$ cat src/rtl/board_arbiter.sv
// board_arbiter
//   Two-requester arbiter in front of the single-port board RAM. Requester A
//   (draw pipeline) only reads. Requester B (game control) reads or writes.
//   Each transaction walks IDLE -> ACCESS -> WAIT -> DONE, so the arbiter
//   completes at most one transaction every 4 cycles.
//
//   Optional feature: define BOARD_ARB_RR_EN to grant simultaneous requests
//   round-robin. Without it, A always wins a tie.
//
// Ports
//   clk, rst             clock, asynchronous active-low reset
//   req_a, addr_a        A read request (level) and cell address
//   gnt_a, ack_a         A grant pulse (ACCESS) and completion pulse (DONE)
//   rdata_a              last cell state read by A (00 empty/01 ship/10 hit/11 miss)
//   req_b, we_b          B request (level) and write enable
//   addr_b, wdata_b      B cell address and write data
//   gnt_b, ack_b, rdata_b  as for A
//   mem_en, mem_we, mem_addr, mem_wdata  RAM command, driven only in ACCESS
//   mem_rdata            RAM read data, valid one cycle after a read command
//   busy                 high whenever a transaction is in flight
module board_arbiter #(
  parameter int CELLS = 100
) (
  input  logic       clk,
  input  logic       rst,
  input  logic       req_a,
  input  logic [6:0] addr_a,
  output logic       gnt_a,
  output logic       ack_a,
  output logic [1:0] rdata_a,
  input  logic       req_b,
  input  logic       we_b,
  input  logic [6:0] addr_b,
  input  logic [1:0] wdata_b,
  output logic       gnt_b,
  output logic       ack_b,
  output logic [1:0] rdata_b,
  output logic       mem_en,
  output logic       mem_we,
  output logic [6:0] mem_addr,
  output logic [1:0] mem_wdata,
  input  logic [1:0] mem_rdata,
  output logic       busy
);

  typedef enum logic [1:0] {IDLE, ACCESS, WAIT, DONE} state_t;

  localparam logic [7:0] CELLS_LIM = 8'(CELLS);

  state_t     state_q, state_d;
  logic       owner_b_q, owner_b_d;
  logic [6:0] addr_q, addr_d;
  logic       we_q, we_d;
  logic [1:0] wdata_q, wdata_d;
  logic [1:0] rdata_a_q, rdata_a_d;
  logic [1:0] rdata_b_q, rdata_b_d;
  logic       pick_b;
  logic       in_range;
`ifdef BOARD_ARB_RR_EN
  logic       last_b_q, last_b_d;
`endif

  assign in_range = ({1'b0, addr_q} < CELLS_LIM);
  assign rdata_a  = rdata_a_q;
  assign rdata_b  = rdata_b_q;

  // Owner selection for the current IDLE cycle.
  always_comb begin
`ifdef BOARD_ARB_RR_EN
    // On a tie, B wins only if A was the last owner.
    pick_b = req_b & (~req_a | ~last_b_q);
`else
    pick_b = ~req_a;
`endif
  end

  always_comb begin
    state_d   = state_q;
    owner_b_d = owner_b_q;
    addr_d    = addr_q;
    we_d      = we_q;
    wdata_d   = wdata_q;
    rdata_a_d = rdata_a_q;
    rdata_b_d = rdata_b_q;
`ifdef BOARD_ARB_RR_EN
    last_b_d  = last_b_q;
`endif
    gnt_a     = 1'b0;
    gnt_b     = 1'b0;
    ack_a     = 1'b0;
    ack_b     = 1'b0;
    mem_en    = 1'b0;
    mem_we    = 1'b0;
    mem_addr  = 7'd0;
    mem_wdata = 2'd0;
    busy      = (state_q != IDLE);

    unique case (state_q)
      IDLE: begin
        if (req_a || req_b) begin
          state_d   = ACCESS;
          owner_b_d = pick_b;
          addr_d    = pick_b ? addr_b : addr_a;
          we_d      = pick_b & we_b;
          wdata_d   = pick_b ? wdata_b : 2'd0;
`ifdef BOARD_ARB_RR_EN
          last_b_d  = pick_b;
`endif
        end
      end
      ACCESS: begin
        gnt_a   = ~owner_b_q;
        gnt_b   = owner_b_q;
        // Out-of-range cells never reach the RAM.
        if (in_range) begin
          mem_en    = 1'b1;
          mem_we    = we_q;
          mem_addr  = addr_q;
          mem_wdata = wdata_q;
        end
        state_d = WAIT;
      end
      WAIT: begin
        // Out-of-range accesses report an empty cell; in-range writes
        // leave the owner's read register alone.
        if (!in_range) begin
          if (owner_b_q) rdata_b_d = 2'd0;
          else           rdata_a_d = 2'd0;
        end else if (!we_q) begin
          if (owner_b_q) rdata_b_d = mem_rdata;
          else           rdata_a_d = mem_rdata;
        end
        state_d = DONE;
      end
      DONE: begin
        ack_a   = ~owner_b_q;
        ack_b   = owner_b_q;
        state_d = IDLE;
      end
      default: state_d = IDLE;
    endcase
  end

  always_ff @(posedge clk or negedge rst) begin
    if (!rst) begin
      state_q   <= IDLE;
      owner_b_q <= 1'b0;
      addr_q    <= 7'd0;
      we_q      <= 1'b0;
      wdata_q   <= 2'd0;
      rdata_a_q <= 2'd0;
      rdata_b_q <= 2'd0;
`ifdef BOARD_ARB_RR_EN
      last_b_q  <= 1'b1;
`endif
    end else begin
      state_q   <= state_d;
      owner_b_q <= owner_b_d;
      addr_q    <= addr_d;
      we_q      <= we_d;
      wdata_q   <= wdata_d;
      rdata_a_q <= rdata_a_d;
      rdata_b_q <= rdata_b_d;
`ifdef BOARD_ARB_RR_EN
      last_b_q  <= last_b_d;
`endif
    end
  end

endmodule

$ cat config.mk
export PLATFORM = sky130hd
export DESIGN_NAME = board_arbiter
export DESIGN_NICKNAME = d
export VERILOG_FILES = /design/src/rtl/board_arbiter.sv
export SDC_FILE = /design/constraint.sdc
export NUM_CORES = 1
export LEC_CHECK = 0
export ABC_AREA = 1
export CAP_MARGIN = 20
export CORE_MARGIN = 3
export CORE_UTILIZATION = 38
export DETAILED_ROUTE_END_ITERATION = 7
export HOLD_SLACK_MARGIN = 0.08
export PLACE_DENSITY = 0.82
export SYNTH_ARGS = -nofsm -noshare
export SYNTH_HDL_FRONTEND = slang
export SYNTH_SLANG_ARGS = --single-unit
$ cat constraint.sdc
create_clock -name clk -period 1.2 [get_ports clk]
set_input_delay 0.12 -clock clk [delete_from_list [all_inputs] [get_ports clk]]
set_output_delay 0.12 -clock clk [all_outputs]
set_load 0.03 [all_outputs]
==> reports/results.txt, run 1 <==
Status - finished, violations left
Violated checks - setup timing
Critical Path Max Stage Delay - 0.42 ns
CTS buffer count - 3
FF+latch count, synth - 17
N_diodes - 0
H-tree Lvls - 1
Yosys cell types - 17
First-pass GRT wire length - 5110 µm
CP Data Arrival Time - 1.50 ns
# fillers - 145
Drt pass-1 iters - 4
Most common cell after layout, fill and taps aside - nand2_1
RSZ-0062 raised after global routing - true
Sequential area share after synthesis - 41.7%
Vias in the first global route - 1,162
Crit-path cells - nor2_2 > nand2_2 > nand2_4 > nand2_8 > buf_12 > nor2_4 > buf_6
CTS sink cnt - 17
Syn Std Cell Area - 0.00102 mm²
DP Area - 0.00166 mm²
Port Buf Inserts - 42
Vias per Instance - 5.33
Gr usage total - 19.3%
Worst Hold Class - primary input to async pin
Setup WS post-layout - -0.416 ns
Depth of the most critical reg-to-reg path - 9
Area leader, netlist - dfrtp_1
Final wirelength - 3950 µm
Req. time, crit path - 1.08 ns
Avg Inst Size Synth - 7.61 µm²
Area Overhead vs Synth - 98.4%
Crit path max fanout - 5
Syn_nets - 162
Worst setup SP type - flip-flop
DR WL/cell - 16.8 µm
Num rows - 18
Total core area - 0.00252 mm²
Power density cells - 2740 mW/mm²
Final setup vio count - 31
CTS tree - yes
Critical path class - flip-flop to primary output
Layout Cells excl Fill - 235
Yosys warning total - 0
Top post-synthesis cells by area - dfrtp_1 42%, nand2_1 12%, inv_1 8.5%
Period Utilization, post-route - 135%
CTS Root Cell - clkbuf_4
Worst setup EP type - primary output
Initial DRC Count - 101
Dpl hpwl - 2200 µm
CP max stage cell - dfrtp_1
Antenna viol nets, final - 0
Critical path depth - 7
Fin. Hold Viols - 0
Yosys top cell area share - 41.7%
Via count - 1,252
Slew @ Worst Pin - 0.455 ns
Boundary Pins - 43
Nets - 234
CP top delay family - simple AND/OR/NAND/NOR gates
Synthesized instance count - 134
Critical Path Source - addr_q[3]
Max IR drop VDD - 0.00186 V
Period minus WS final - 1.62 ns
Initial antenna violation count - 0
Die H - 57.8 µm
Fin util - 80.2%
Flop2flop setup slack - -0.31 ns
Placer Congestion - 0.718
Worst-path clk slew - 0.11 ns
Reg2reg start - state_q[1]
Ratio of cells with drive above 1 in the final layout - 46.3%
P_leak - 0.945 nW
Fmax - 619 MHz
Worst-skew pair later-pin latency - 0.30 ns
Commonest non-fill, non-tap cells in the layout - 27 x nand2_1, 22 x clkdlybuf4s50_1, 21 x buf_4
Reg2reg end - addr_q[6]
Clock skew - 0.00708 ns
Overflow after GRT - 0
Final slew viol count - 0
Max-cap viol count - 0
Initial Utilization - 40.4%
Placed Cells - 220
Pin count of the biggest net entering global routing - 23
Die Width - 57.8 µm
Power, Total - 5.54 mW
Worst path bufs/invs - 2
Maximum buffer depth of the clock tree - 2
DR DRC count - 0
CP endpoint - mem_addr[6]
Slew headroom - 69.7%
Post-layout instance area - 0.00202 mm²
Die area - 0.00334 mm²
[layer usage]
metal	track usage (%)	vias to the layer above	part of all wire (%)
met5	0	-	0
met4	2.98	0	1.8
met3	3.56	9	6.9
met2	35.8	70	53
met1	23.5	612	39
li1	-	561	-
[how the worst min path moves through the flow]
stage          start  slack (ns)  cells after the start    endpoint
3_3_place_gp     rst        0.46                      2  wdata_q[0]
6_report         rst        0.14                      2        we_q
3_5_place_dp     rst        0.47                      2  wdata_q[0]
4_1_cts          rst        0.15                      2        we_q
2_1_floorplan    rst       -0.18                      0   addr_q[0]
5_1_grt          rst        0.15                      2   owner_b_q
[cells in the mapped netlist (all sizes together)]
master / number
nand2: 33
inv: 24
nor2: 20
dfrtp: 17
nand3: 9
a31oi: 7
o21ai: 7
buf: 6
ha: 5
a21oi: 3
nand4: 2
a21boi: 1
[state kept, by name, summed over array words and instances (netlist names)]
name,count
we_q,1
rdata_a,2
state_q,2
wdata_q,2
rdata_b,2
addr_q,7
owner_b_q,1
[stage by stage]
step / setup WS [ns] / TNS, ns / hold slack (ns)
global route: -0.456 / -10.27 / 0.146
floorplan: -0.0609 / -0.796 / -0.176
CTS: -0.379 / -6.56 / 0.147
finish: -0.416 / -8.82 / 0.137
global placement: -0.0659 / -1.00 / 0.461
detailed placement: -0.116 / -2.04 / 0.471
[final cells by class]
type / instances / area, µm² / share of cell area, %
clock buffers: 4 / 26.3 / 1.30
well taps: 30 / 37.5 / 1.86
repair buffers: 73 / 776 / 38.3
inverters: 24 / 97.6 / 4.82
flip-flops and latches: 17 / 427 / 21.1
multi-input cells: 87 / 659 / 32.6
[power by group]
group | internal, mW | leakage [nW] | switching (mW)
logic | 1.93 | 0.727 | 2.19
registers | 0.849 | 0.203 | 0.252
clock network | 0.129 | 0.0150 | 0.201
total | 2.90 | 0.945 | 2.64
[kinds of logic after synthesis]
group	synth area share (%)
buffers and inverters	12.9
flip-flops	41.7
AO/OA/AOI/OAI	14.1
adder cells (fa/ha/maj)	6.13
AND/OR/NAND/NOR	25.2
[what timing repair did]
action / 4_1_cts / 5_1_grt
gates cloned: 1 / 3
setup buffers: 8 / 6
pin swaps: 14 / 7
endpoints found under the setup margin: 34 / 37
gates resized for setup: 53 / 14
hold buffers: 0 / 0
Note: power is estimated with default switching activity, not from simulation.
==> run 2, diff against run 1 <==
--- a/config.mk
+++ b/config.mk
@@ -8,10 +8,10 @@
 export ABC_AREA = 1
 export CAP_MARGIN = 20
 export CORE_MARGIN = 3
-export CORE_UTILIZATION = 38
+export CORE_UTILIZATION = 42
 export DETAILED_ROUTE_END_ITERATION = 7
 export HOLD_SLACK_MARGIN = 0.08
-export PLACE_DENSITY = 0.82
+export PLACE_DENSITY = 0.85
 export SYNTH_ARGS = -nofsm -noshare
 export SYNTH_HDL_FRONTEND = slang
 export SYNTH_SLANG_ARGS = --single-unit
==> constraint.sdc (replaced) <==
create_clock -name clk -period 1.75 [get_ports clk]
set_input_delay 0.175 -clock clk [delete_from_list [all_inputs] [get_ports clk]]
set_output_delay 0.175 -clock clk [all_outputs]
set_load 0.03 [all_outputs]
==> run 2 against run 1 <==
  * Wire length shrank 43%
  * The flow now finishes without violations
  * Hold slack gained 0.057 ns
  * First-iteration DRC count shrank 87%
==> reports/results.txt, run 2 (synthesis gave the netlist of run 1 again) <==
Net switching fraction of the power - 49.2% (+1.6 points)
Period minus WS final - 1.66 ns
CTS tree - yes
Worst path bufs/invs - 2 (unchanged)
Fin util - 64.7% (-16 points)
Logic gate share of total power - 61.6% (-13 points)
Flop2flop setup slack - 0.28 ns (+0.59 ns)
Most common cell after layout, fill and taps aside - nand2_1
Critical Path Max Stage Delay - 0.41 ns (about the same)
Gr usage total - 15.0% (-4.3 points)
Ratio of cells with drive above 1 in the final layout - 18.0% (-28 points)
# fillers - 201 (+39%)
Crit path max fanout - 11 (+6)
Status - complete, no violations
Slew @ Worst Pin - 0.309 ns (-0.146 ns)
Area Overhead vs Synth - 43.1%
Num rows - 17 (-1)
Boundary Pins - 43 (unchanged)
Via count - 984 (-21%)
Register Area - 425 µm² (-0.29%)
Critical path depth - 5 (-2)
Reg2reg end - addr_q[3]
Fin Setup TNS - 0 ns (+8.82 ns)
Reg2reg start - state_q[1]
Switch Pwr - 1.17 mW (-56%)
CTS sink cnt - 17 (unchanged)
P_leak - 0.765 nW (-19%)
Share of total power in the clock network - 8.8% (+2.8 points)
Area of the multi-input gates - 475 µm² (-28%)
Period Utilization, post-route - 94.6%
N_diodes - 0 (unchanged)
Layout Cells excl Fill - 206 (-12%)
Initial DRC Count - 13 (-87%)
Largest Register - addr_q
Port Buf Inserts - 42 (unchanged)
Vias per Instance - 4.78 (-10%)
Min Hold Slack - 0.193 ns (+0.0566 ns)
Initial Utilization - 45.2% (+4.8 points)
Critical Path Source - state_q[1]
Internal - 1.21 mW (-58%)
Die area - 0.00306 mm² (-8.5%)
DR DRC count - 0 (unchanged)
Worst-skew pair later-pin latency - 0.29 ns (about the same)
First-pass GRT wire length - 3640 µm (-29%)
Depth of the most critical reg-to-reg path - 7 (-2)
CP endpoint - mem_addr[5]
Die Width - 55.3 µm (-4.4%)
Power density cells - 1630 mW/mm² (-41%)
Commonest non-fill, non-tap cells in the layout - 31 x nand2_1, 26 x clkdlybuf4s50_1, 23 x inv_1
Total core area - 0.00225 mm² (-11%)
Initial antenna violation count - 0 (unchanged)
Nets - 207 (-12%)
Fin. Hold Viols - 0 (unchanged)
CTS Root Cell - clkbuf_4
Worst setup SP type - flip-flop
Pin count of the biggest net entering global routing - 23 (unchanged)
CTS buffer count - 3 (unchanged)
Clock skew - 0.00456 ns (-0.00253 ns)
Critical path class - flip-flop to primary output
Placed Cells - 202 (-8.2%)
DR WL/cell - 10.9 µm (-35%)
Max-cap viol count - 0 (unchanged)
Vias in the first global route - 861 (-26%)
Slew headroom - 79.3% (+9.6 points)
Req. time, crit path - 1.57 ns (+0.49 ns)
Worst setup EP type - primary output
CP Data Arrival Time - 1.48 ns (-0.02 ns)
Final slew viol count - 0 (unchanged)
Antenna viol nets, final - 0 (unchanged)
Drt pass-1 iters - 4 (unchanged)
Max IR drop VDD - 0.00115 V (-38%)
Maximum buffer depth of the clock tree - 2 (unchanged)
Die H - 55.3 µm (-4.4%)
RSZ-0062 raised after global routing - false
Crit-path cells - inv_1 > ha_2 > nand2_4 > nor2_1 > buf_4
Final setup vio count - 0 (-100%)
Sequential Power Share - 29.6% (+9.7 points)
Worst-path clk slew - 0.10 ns (about the same)
CP top delay family - flip-flops
Placer Congestion - 0.734 (+2.2%)
Overflow after GRT - 0 (unchanged)
Max reg flops - 7 (unchanged)
Final wirelength - 2240 µm (-43%)
Dpl hpwl - 1800 µm (-18%)
Fmax - 604 MHz
H-tree Lvls - 1 (unchanged)
Worst Hold Class - primary input to async pin
CP max stage cell - dfrtp_1
-- run 2: cell count changes in the layout (fill, tap and decap cells not counted), moves of 6 or more --
cell and delta:
buf_4 -6, nor2_1 +12, buf_6 -20, nor2_4 -11
inv_1 +9, inv_2 -7
-- run 2: power groups by stage --
stage | registers (mW) | clock network (mW) | logic [mW]
finish | 0.704 | 0.209 | 1.46
global route | 0.738 | 0.231 | 1.60
CTS | 0.706 | 0.218 | 1.46
detailed placement | 0.715 | 0 | 1.48
global placement | 0.703 | 0 | 1.44
floorplan | 0.746 | 0 | 0.981
-- run 2: repair_timing --
| action | 4_1_cts | 5_1_grt |
|---|---|---|
| endpoints found under the hold margin | 0 | 0 |
| pin swaps | 0 | 0 |
| hold buffers | 0 | 0 |
| setup endpoints to repair | 15 | 13 |
| resized for setup | 7 | 8 |
| setup buffers | 0 | 0 |
-- run 2: worst min path at each step --
stage               startpoint  slack (ns)         end  cells past startpoint
finish                     rst        0.19   owner_b_q                      2
global route               rst        0.22  rdata_a[0]                      2
CTS                        rst        0.19  rdata_a[1]                      2
detailed placement  rdata_b[0]        0.47  rdata_b[0]                      2
global placement    rdata_b[0]        0.46  rdata_b[0]                      2
floorplan                  rst       -0.12   addr_q[0]                      0
-- run 2: stage by stage --
step	total power, mW	setup slack (ns)	cell area, µm²
finish	2.38	0.0947	1460
detailed placement	2.19	0.0605	1440
global route	2.57	0.0170	1460
floorplan	1.73	0.287	1020
global placement	2.14	0.111	1440
CTS	2.38	0.0115	1460
-- run 2: final cells by class --
class	instances	share of cell area, %
multi-input combinational	87	32.6
sequential	17	29.2
timing repair buffer	46	27.8
inverter	24	6.17
tap	28	2.40
clock buffer	3	1.54
clock inverter	1	0.343
-- run 2: per-layer routing --
layer	vias to the layer above	GRT usage, %	wire [µm]
li1	503	-	-
met1	446	17.4	940
met2	31	25.7	1120
met3	4	3.04	139
met4	0	8.33	39
met5	-	0	0
==> run 3, diff against run 2 <==
--- a/config.mk
+++ b/config.mk
@@ -8,10 +8,11 @@
 export ABC_AREA = 1
 export CAP_MARGIN = 20
 export CORE_MARGIN = 3
-export CORE_UTILIZATION = 42
+export CORE_UTILIZATION = 43
+export CTS_BUF_LIST = sky130_fd_sc_hd__clkbuf_2
 export DETAILED_ROUTE_END_ITERATION = 7
 export HOLD_SLACK_MARGIN = 0.08
-export PLACE_DENSITY = 0.85
+export PLACE_DENSITY = 0.87
 export SYNTH_ARGS = -nofsm -noshare
 export SYNTH_HDL_FRONTEND = slang
 export SYNTH_SLANG_ARGS = --single-unit
==> run 3 against run 2 <==
  * Die area decreased by 2.1%
  * Critical path depth decreased by 1
  * Via count is 2.3% higher
  * Sequential power up 1%
  * Utilization increased by 1.8 points
  * Flip-flop and latch count unchanged
  * Cell count is 0.49% higher
  * Clock power shrank 17%
  * Critical path type unchanged
==> reports/results.txt, run 3 (synthesis gave the netlist of run 1 again) <==
Status - complete, no violations
Final slew viol count - 0 (unchanged)
Vias per Instance - 4.86 (+1.8%)
CTS buffer count - 3 (unchanged)
Final wirelength - 2370 µm (+5.9%)
Slew headroom - 79.7% (+0.36 points)
CTS tree - yes
Hold_buf cts - 0 (unchanged)
Commonest non-fill, non-tap cells in the layout - 31 x nand2_1, 26 x clkdlybuf4s50_1, 22 x inv_1
Worst-path clk slew - 0.16 ns (+0.06 ns)
Power density cells - 1630 mW/mm² (about the same)
Post-layout instance area - 0.00149 mm² (+1.8%)
Initial Utilization - 45.7% (+0.43 points)
Reg2reg start - state_q[0]
DR WL/cell - 11.4 µm (+5.3%)
Maximum buffer depth of the clock tree - 2 (unchanged)
Setup WS post-layout - 0.0936 ns (-0.00115 ns)
Drt pass-1 iters - 4 (unchanged)
Initial DRC Count - 19 (+6)
Fmax - 604 MHz (about the same)
Critical path class - flip-flop to primary output
Depth of the most critical reg-to-reg path - 7 (unchanged)
Port Buf Inserts - 42 (unchanged)
H-tree Lvls - 1 (unchanged)
Clock skew - 0.00155 ns (-0.00301 ns)
DR DRC count - 0 (unchanged)
Period minus WS final - 1.66 ns (+0.00115 ns)
Num rows - 17 (unchanged)
Die area - 0.00299 mm² (-2.1%)
N_diodes - 0 (unchanged)
Ratio of cells with drive above 1 in the final layout - 19.6% (+1.6 points)
Final setup vio count - 0 (unchanged)
Largest Register - addr_q
Pin count of the biggest net entering global routing - 23 (unchanged)
Die H - 54.7 µm (-1.0%)
Worst-skew pair later-pin latency - 0.29 ns (about the same)
Crit-path cells - ha_1 > inv_1 > nor2_1 > clkdlybuf4s15_1
Placer Congestion - 0.861 (+17%)
Gr usage total - 17.2% (+2.1 points)
Fin. Hold Viols - 0 (unchanged)
CTS sink cnt - 17 (unchanged)
Req. time, crit path - 1.57 ns (about the same)
Boundary Pins - 43 (unchanged)
Worst Hold Class - primary input to async pin
Area Overhead vs Synth - 45.6%
Min Hold Slack - 0.185 ns (-0.00811 ns)
Critical Path Max Stage Delay - 0.45 ns (+0.04 ns)
Nets - 208 (+0.48%)
Max reg flops - 7 (unchanged)
Reg2reg end - addr_q[4]
First-pass GRT wire length - 3730 µm (+2.3%)
Via count - 1,007 (+2.3%)
Slew @ Worst Pin - 0.304 ns (-0.00539 ns)
Dpl hpwl - 1860 µm (+3.6%)
P_leak - 0.764 nW (about the same)
Worst setup EP type - primary output
Initial antenna violation count - 0 (unchanged)
Die Width - 54.7 µm (-1.0%)
Antenna viol nets, final - 0 (unchanged)
Worst setup SP type - flip-flop
Most common cell after layout, fill and taps aside - nand2_1
Post-place setup slack - 0.0677 ns (+0.00722 ns)
CTS Root Cell - clkbuf_2
Period Utilization, post-route - 94.7% (about the same)
CP Data Arrival Time - 1.48 ns (about the same)
Flop2flop setup slack - 0.23 ns (-0.05 ns)
Max IR drop VDD - 0.00123 V (+6.9%)
Total core area - 0.00223 mm² (-0.94%)
Crit path max fanout - 3 (-8)
CP max stage cell - dfrtp_1
Fin Setup TNS - 0 ns (unchanged)
Overflow after GRT - 0 (unchanged)
Max-cap viol count - 0 (unchanged)
DP Area - 0.00144 mm² (unchanged)
Vias in the first global route - 918 (+6.6%)
[run 3: cell types whose count changed in the layout (fill, tap and decap cells not counted), sizes merged]
cell / delta
clkdlybuf4s15: +3
buf: +1
clkbuf: -2
dlygate4sd2: -1
[run 3: worst max path at each step]
stage / endpoint / startpoint / cells past startpoint
after floorplan: mem_addr[0] / state_q[1] / 5
after global placement: gnt_a / state_q[1] / 5
after detailed placement: gnt_a / state_q[1] / 5
after CTS: mem_addr[6] / state_q[1] / 5
after global routing: ack_a / state_q[0] / 4
final: ack_a / state_q[0] / 4
[run 3: metrics by stage]
step                      util [%]  power, mW  cells
after floorplan                  -       1.73    134
after global placement        64.3       2.14    202
after detailed placement      64.3       2.20    202
after CTS                     65.6       2.38    206
after global routing          66.5       2.63    207
final                         66.5       2.42    207
[run 3: cell type report]
cell class                 instances  area, µm²
fill                             194        748
multi-input combinational         87        488
timing repair buffer              47        427
sequential                        17        425
inverter                          24       90.1
tap                               28       35.0
clock buffer                       3       15.0
clock inverter                     1       5.00
[run 3: report_power, final]
part           switching, mW  internal [mW]  total [mW]
registers              0.135          0.579       0.714
clock network          0.121         0.0518       0.173
logic                  0.951          0.584        1.53
total                   1.21           1.21        2.42
[run 3: timing repair]
action	CTS	global route
setup endpoints to repair	16	13
pin swaps	0	0
resized for setup	12	7
setup buffers	0	1
[run 3: per-layer routing]
metal,part of all wire [%],vias up,GRT usage (%)
li1,-,506,-
met1,43,473,20.8
met2,52,24,31.3
met3,4.1,4,1.09
met4,1.6,0,6.22
met5,0,-,0
[run 3: worst max-delay path, delay by kind of cell (launching register included)]
family	cells	cell delay, ns
buffers and inverters	2	0.44
DFF	1	0.45
adders and majority gates	1	0.21
and+or+nand+nor	1	0.09
